--- src/rtl/xor_acc_sched.sv ---
// xor_acc_sched
//   Round-robin front end for one shared W-bit accumulate register.
//   Each granted request either loads its operand (mode=1) or XORs it into the
//   accumulator (mode=0). An op completes one cycle after its handshake.
//   Peak throughput is therefore one op every two cycles.
//
// Ports
//   clk        clock, all state on rising edge
//   rst        asynchronous active-high reset
//   req_valid  per-requester request valid
//   req_ready  per-requester accept, one-hot or zero (forced low during rst)
//   req_data   operands, requester i at [i*W +: W]
//   req_mode   per-requester op: 1=load, 0=xor-accumulate
//   clr        synchronous accumulator clear (wins over a completing op)
//   acc_out    accumulator value
//   acc_owner  requester index of the last completed op
//   busy       high while an op is executing
//   done       one-cycle pulse when acc_out/acc_owner have just been updated
//
// state | meaning
// IDLE  | arbitrate; the winner is handshaken combinationally and captured
// EXEC  | apply the captured op to the accumulator, pulse done next cycle

module xor_acc_sched #(
    parameter int  NREQ = 4,
    parameter int  W    = 8,
    localparam int IW   = $clog2(NREQ)
) (
    input  logic              clk,
    input  logic              rst,
    input  logic [NREQ-1:0]   req_valid,
    output logic [NREQ-1:0]   req_ready,
    input  logic [NREQ*W-1:0] req_data,
    input  logic [NREQ-1:0]   req_mode,
    input  logic              clr,
    output logic [W-1:0]      acc_out,
    output logic [IW-1:0]     acc_owner,
    output logic              busy,
    output logic              done
);

    localparam logic [0:0] ST_IDLE = 1'b0;
    localparam logic [0:0] ST_EXEC = 1'b1;

    logic [0:0]    state_q, state_d;
    logic [IW-1:0] rr_ptr_q, rr_ptr_d;
    logic [W-1:0]  data_q, data_d;
    logic          mode_q, mode_d;
    logic [IW-1:0] idx_q, idx_d;
    logic [W-1:0]  acc_q, acc_d;
    logic [IW-1:0] owner_q, owner_d;
    logic          done_q, done_d;

    logic          found;
    logic [IW-1:0] win;
    logic [IW-1:0] cand;
    logic [W-1:0]  sel_data;
    logic [NREQ-1:0] grant_vec;

    // Search starts just after the last winner, so the last winner has the
    // lowest priority; the modulo handles the wrap from NREQ-1 back to 0.
    always_comb begin
        found = 1'b0;
        win   = '0;
        cand  = '0;
        for (int k = 1; k <= NREQ; k++) begin
            cand = IW'((int'(rr_ptr_q) + k) % NREQ);
            if (!found && req_valid[cand]) begin
                found = 1'b1;
                win   = cand;
            end
        end
    end

    always_comb begin
        sel_data = '0;
        for (int i = 0; i < NREQ; i++) begin
            if (win == IW'(i)) begin
                sel_data = req_data[i*W +: W];
            end
        end
    end

    always_comb begin
        grant_vec = '0;
        if (state_q == ST_IDLE && found && !rst) begin
            grant_vec[win] = 1'b1;
        end
    end

    always_comb begin
        state_d  = state_q;
        rr_ptr_d = rr_ptr_q;
        data_d   = data_q;
        mode_d   = mode_q;
        idx_d    = idx_q;
        acc_d    = acc_q;
        owner_d  = owner_q;
        done_d   = 1'b0;
        case (state_q)
            ST_IDLE: begin
                if (found) begin
                    data_d   = sel_data;
                    mode_d   = req_mode[win];
                    idx_d    = win;
                    rr_ptr_d = win;
                    state_d  = ST_EXEC;
                end
            end
            default: begin
                acc_d   = mode_q ? data_q : (acc_q ^ data_q);
                owner_d = idx_q;
                done_d  = 1'b1;
                state_d = ST_IDLE;
            end
        endcase
        // clr overrides the accumulator result only; the op still completes.
        if (clr) begin
            acc_d = '0;
        end
    end

    always_ff @(posedge clk or posedge rst) begin
        if (rst) begin
            state_q  <= ST_IDLE;
            rr_ptr_q <= IW'(NREQ - 1);
            data_q   <= '0;
            mode_q   <= 1'b0;
            idx_q    <= '0;
            acc_q    <= '0;
            owner_q  <= '0;
            done_q   <= 1'b0;
        end else begin
            state_q  <= state_d;
            rr_ptr_q <= rr_ptr_d;
            data_q   <= data_d;
            mode_q   <= mode_d;
            idx_q    <= idx_d;
            acc_q    <= acc_d;
            owner_q  <= owner_d;
            done_q   <= done_d;
        end
    end

    assign req_ready = grant_vec;
    assign acc_out   = acc_q;
    assign acc_owner = owner_q;
    assign busy      = (state_q == ST_EXEC);
    assign done      = done_q;

endmodule

--- config.mk ---
export PLATFORM = sky130hd
export DESIGN_NAME = xor_acc_sched
export DESIGN_NICKNAME = d
export VERILOG_FILES = /design/src/rtl/xor_acc_sched.sv
export SDC_FILE = /design/constraint.sdc
export NUM_CORES = 1
export LEC_CHECK = 0
export CORE_MARGIN = 2
export CORE_UTILIZATION = 40
export CTS_BUF_LIST = sky130_fd_sc_hd__clkbuf_8
export CTS_CLUSTER_DIAMETER = 40
export DETAILED_ROUTE_END_ITERATION = 7
export HOLD_SLACK_MARGIN = 0.06
export PLACE_DENSITY = 0.75
export SLEW_MARGIN = 5
export SYNTH_ARGS = -nofsm -noshare
export SYNTH_HDL_FRONTEND = slang
export SYNTH_SLANG_ARGS = --single-unit
--- constraint.sdc ---
create_clock -name clk -period 2.5 [get_ports clk]
set_clock_uncertainty 0.1 [all_clocks]
set_input_delay 0.375 -clock clk [delete_from_list [all_inputs] [get_ports clk]]
set_output_delay 0.375 -clock clk [all_outputs]
set_load 0.02 [all_outputs]
* Yosys cells after proc, flatten, opt, wreduce, memory -nomap -nowiden
Cells that the tools add are included.
Storage, ports and cells: flip-flop bits (word level) 25, output and inout bits 16, input bits 43, logic and storage cells 67
Cells by class: multiplexer cells 31, bitwise operators 2, eq/ne operators 3, order comparisons 6, reduce and logical (&&, ||, !) cells 13, add/sub/neg operators 4
Operator list (count):
- $mux 8 | 7
- $lt 2x3->1 const B | 5
- $mux 1 | 13
- $bmux 1 s2 | 5
- $mux 2 | 4
- $xor 8x8->8 | 1
- $logic_and 1x1->1 | 6
- $add 2x1->2 const B | 2
- $add 2x2->2 const B | 2
- $eq 2x2->1 const B | 2
- $logic_not 1->1 | 4
- $mux 4 | 1
- $demux 1 s2 | 1
- $eq 2x1->1 const B | 1
- $ge 2x1->1 const B | 1
- $logic_not 2->1 | 1
- $reduce_and 2->1 | 1
- $reduce_bool 2->1 | 1
- $not 1->1 | 1

* Depth between registers and ports, before layout
Gate-level depths: netlist of the first run.
depth in word-level cells 18, mapped depth 7, gate-level depth less buffers 5

* Least setup slack after synthesis of the first run
No wires, ideal clock.
path kind reg-to-output, start register state_q (netlist: busy), end output req_ready[0], cell stages (with the launch flop) 6, arrival time 1704 ps, path buffers 1, setup slack 321 ps, data required time 2025 ps, cells stage by stage dfrtp_1 -> clkbuf_1 -> a21o_1 -> inv_2 -> nand2_1 -> nor4_1
On the way: word-level cells in the longest chain between the ends 4
Ends and longest elaborated chain:
- from (decl) | RTL line 45 | logic [0:0] state_q, state_d;
- from (signal assigned) | RTL line 134 | state_q <= state_d;
- $not 1->1 (no source line)
- $logic_and 1x1->1 (2 in a row) | RTL line 86 | if (state_q == ST_IDLE && found && !rst) begin
- $mux 4 | RTL line 86
- to (decl) | RTL line 32 | output logic [NREQ-1:0] req_ready,
No other way between the ends.

* Worst setup path after layout of the first run
start input req_valid[1], end output req_ready[2]
On the way: word-level cells in the longest chain between the ends 17, elaborated cells between the ends (all ways) 30, classes of those cells order compare: 2; mux: 19; reduce/logical: 9
Ends and longest elaborated chain:
- from (decl) | RTL line 31 | input logic [NREQ-1:0] req_valid,
- $bmux 1 s2 | RTL line 68 | if (!found && req_valid[cand]) begin
- $mux 1 (not written as such) | RTL line 68
- $mux 1 | RTL line 68
- $logic_not 1->1 | RTL line 68
- $logic_and 1x1->1 | RTL line 68
- $mux 1 | RTL line 68
- $logic_not 1->1 | RTL line 68
- $logic_and 1x1->1 | RTL line 68
- $mux 1 | RTL line 68
- $logic_not 1->1 | RTL line 68
- $logic_and 1x1->1 | RTL line 68
- $mux 2 | RTL line 68
- $lt 2x3->1 (not written as such) or $ge 2x1->1 (tied branches) | RTL line 87 | grant_vec[win] = 1'b1;
- $logic_and 1x1->1 (not written as such) | RTL line 87
- $mux 1 (not written as such) | RTL line 87
- $demux 1 s2 | RTL line 87
- $mux 4 * | RTL line 86
Every way passes the cells marked *; elsewhere a longest branch is shown, timed or not. The select of a mux whose other input is x is not followed.

==> results of run 1 <==
==> report_power, final <==
group	switching [mW]	internal [mW]
Clock	0.129	0.112
Sequential	0.164	0.578
Combinational	0.507	0.542
==> layout by cell type, fill, tap and decap left out, types with 2 or more instances in the layout <==
master / instances
mux2_2: 2
o221ai_1: 3
o221ai_2: 6
dfrtp_1: 23
nand2b_1: 11
nor3_1: 2
dlymetal6s2s_1: 2
dfstp_2: 2
buf_2: 2
nand2_1: 17
a32oi_1: 8
inv_1: 2
clkbuf_8: 3
clkdlybuf4s50_1: 52
buf_4: 18
o21ai_0: 8
nor2_1: 13
mux2i_1: 19
==> timing repair <==
action / 4_1_cts / 5_1_grt
setup buffers: 0 / 0
pin swaps: 0 / 2
setup endpoints to repair: 4 / 4
resized for setup: 15 / 8
==> cells in the mapped netlist <==
cell      instances
dfrtp_1          23
mux2i_1          19
nand2_1          17
nor2_1           14
nand2b_1         11
a32oi_1           8
o21ai_0           8
o221ai_2          6
buf_6             4
clkbuf_1          3
o221ai_1          3
buf_1             2
dfstp_2           2
inv_1             2
mux2_2            2
nor3_1            2
o22ai_2           2
a21o_1            1
a21oi_1           1
a311o_1           1
and2b_4           1
buf_2             1
inv_2             1
nand3b_1          1
nor2_4            1
nor3_2            1
nor4_1            1
nor4_4            1
o21ai_1           1
or2_4             1
==> cell families (layout without fill, tap and decap cells) <==
kind of cell | count (synthesis) | after routing | share of synthesized area
buffers and inverters | 13 | 82 | 0.0545
and+or+nand+nor | 51 | 51 | 0.184
AOI/OAI and AO/OA | 31 | 31 | 0.190
muxes | 21 | 21 | 0.145
DFF | 25 | 25 | 0.427
==> worst max-delay path, cell delays in order <==
cell	delay [ns]
clkdlybuf4s50_1	0.43
nor2_2	0.13
o21ai_1	0.09
a311o_1	0.34
or2_4	0.27
nor4_4	0.13
buf_4	0.18
==> layer usage <==
layer	vias up	track usage
li1	655	-
met1	671	0.245
met2	28	0.378
met3	8	0.0139
met4	0	0.0904
met5	-	0
==> state kept, by name (all words and copies together), names as in the netlist <==
signal,cells
done,1
acc_owner,2
idx_q,2
mode_q,1
acc_out,8
rr_ptr_q,2
data_q,8
busy,1
==> per-stage QoR <==
stage                     TNS (ns)  instance area (um^2)  std cells
final                            0                  2220        258
after detailed placement     -1.44                  2170        254
after global routing             0                  2220        258
after global placement       -1.24                  2170        254
after CTS                        0                  2220        258
after floorplan                  0                  1470        141
==> worst max-delay path by stage <==
stage	from	to	slack, ns	depth (start not counted)
floorplan	busy	req_ready[0]	0.32	5
global placement	req_valid[3]	req_ready[2]	-0.39	7
detailed placement	req_valid[0]	req_ready[2]	-0.44	7
CTS	req_valid[0]	req_ready[0]	0.01	7
global route	req_valid[1]	req_ready[2]	0.04	7
finish	req_valid[1]	req_ready[2]	0.08	7
==> cell type report <==
cell class	instances	area [um^2]
Tap cell	48	60.1
Multi-Input combinational cell	103	778
Timing Repair Buffer	75	696
Inverter	3	11.3
Sequential cell	25	628
Clock inverter	1	5.00
Clock buffer	3	41.3
Fill cell	320	1390
==> impl_metrics.csv, run 1 <==
group,metric,value,unit
run_status,status,"finished, final reports clean",
timing,hold_viol_final,0,
cells_and_area,syn_to_final_growth,51.0,%
detailed_routing,vias,1362,
floorplan,die_h,64.6,um
job,max-cap-violations,0,
power_and_ir_drop,power_density,915,nW/um^2
grt,grt-ovfl-total,0,
clock_tree,clock_sinks,25,
grt,antenna_found_initial,0,
worst_hold_path,holdPathEnd,"idx_q[1]",
clock_tree,cts_hold_buf,0,
detailed_routing,wl_met3,106,um
critical_path,crit_path_end_kind,"output port",
detailed_routing,post_drt_wl_per_cell,15.3,um
synth,yosys-top-cells-area,"dfrtp_1, mux2i_1, o221ai_2, a32oi_1, nand2b_1",
timing,min_period,2.42,ns
detailed_routing,firstDrtPassIters,4,
floorplan,initial_core_util,0.408,
floorplan,dieArea,4180,um^2
grt,grt_pass1_vias,1407,
placed_design,globalplace.congestion,0.770,
power_and_ir_drop,p_leak,0.954,nW
clock_tree,cts_max_level,1,
critical_path,cp.required,2.03,ns
floorplan,num_io_pins,59,
placed_design,dp_slack,-0.444,ns
synth,synth_largest_area_cell,"dfrtp_1",
timing,tightest_slew,0.368,ns
detailed_routing,final_antenna_net_count,0,
placed_design,dp_hpwl,3150,um
detailed_routing,drc,0,
timing,holdWs,0.398,ns
floorplan,rows,22,
synth,synth_warnings,0,
worst_hold_path,hold_path_startpoint,"idx_q[1]",
clock_tree,path_clk_slew,0.09,ns
synth,syn_inst,141,
floorplan,core_area,3610,um^2
power_and_ir_drop,finalPower,2.03,mW
synth,syn_nets,184,
grt,grt_max_degree,26,
timing,fmax,414,MHz
synth,avgSynthCellArea,10.4,um^2
synth,synth_area,1470,um^2
critical_path,critical_path_class,"input pin to output port",
worst_hold_path,holdPathStages,2,
cells_and_area,layout-drive-gt1-share,0.214,
critical_path,arrival,1.94,ns
timing,fin_crit_sh,0.966,
detailed_routing,drt_iter0_markers,61,
cells_and_area,post-route-util,0.616,
detailed_routing,maxUsedRoutingLayer,"met4",
cells_and_area,final_net_count,254,
critical_path,r2r-end,"mode_q",
critical_path,rrSetupSlack,0.33,ns
clock_tree,cts_buffer_depth,2,
timing,relSlewSlack,0.754,
timing,setup_viol,0,
synth,ys_seq_area_frac,0.427,
timing,setup_slack,0.0840,ns
timing,rsz0062_at_grt,"false",
synth,synth.distinct_cells,30,
detailed_routing,routed-wl-met2,2210,um
grt,grt_pass1_wl,6640,um
critical_path,r2r_cells,6,
clock_tree,clock_latency,0.27,ns
synth,synth-seq-cells,25,
cells_and_area,diodes,0,
critical_path,r2r-start,"rr_ptr_q[1]",
floorplan,fp.dieW,64.6,um
detailed_routing,vias_per_cell,5.28,
power_and_ir_drop,peakVddDrop,0.481,mV
detailed_routing,met1_length,1560,um
clock_tree,root_buffer,"clkbuf_8",
placed_design,port_buffers,58,
clock_tree,cts_inserted_buffers,3,
critical_path,startpoint_type,"input pin",
critical_path,critPathMaxFanout,4,
timing,final_max_slew_viol_count,0,
synth,yosysTopAreaCellShare,0.391,
grt,grtUsageTotal,0.205,
detailed_routing,wirelength,3940,um
worst_hold_path,min_path_type,"flop to flop",
clock_tree,cts_tree,"built",
Power figures use the tool's default switching activity.
==> inputs of run 2 (changes only) <==
Settings changed: ABC_CLOCK_PERIOD_IN_PS set to 2500.
==> results of run 2 <==
Same layout as run 1: the final DEF is identical, and so are final timing and power.
==> inputs of run 3 (changes only) <==
Settings changed: CAP_MARGIN set to 30.
==> results of run 3 <==
Same layout as run 1: the final DEF is identical, and so are final timing and power.
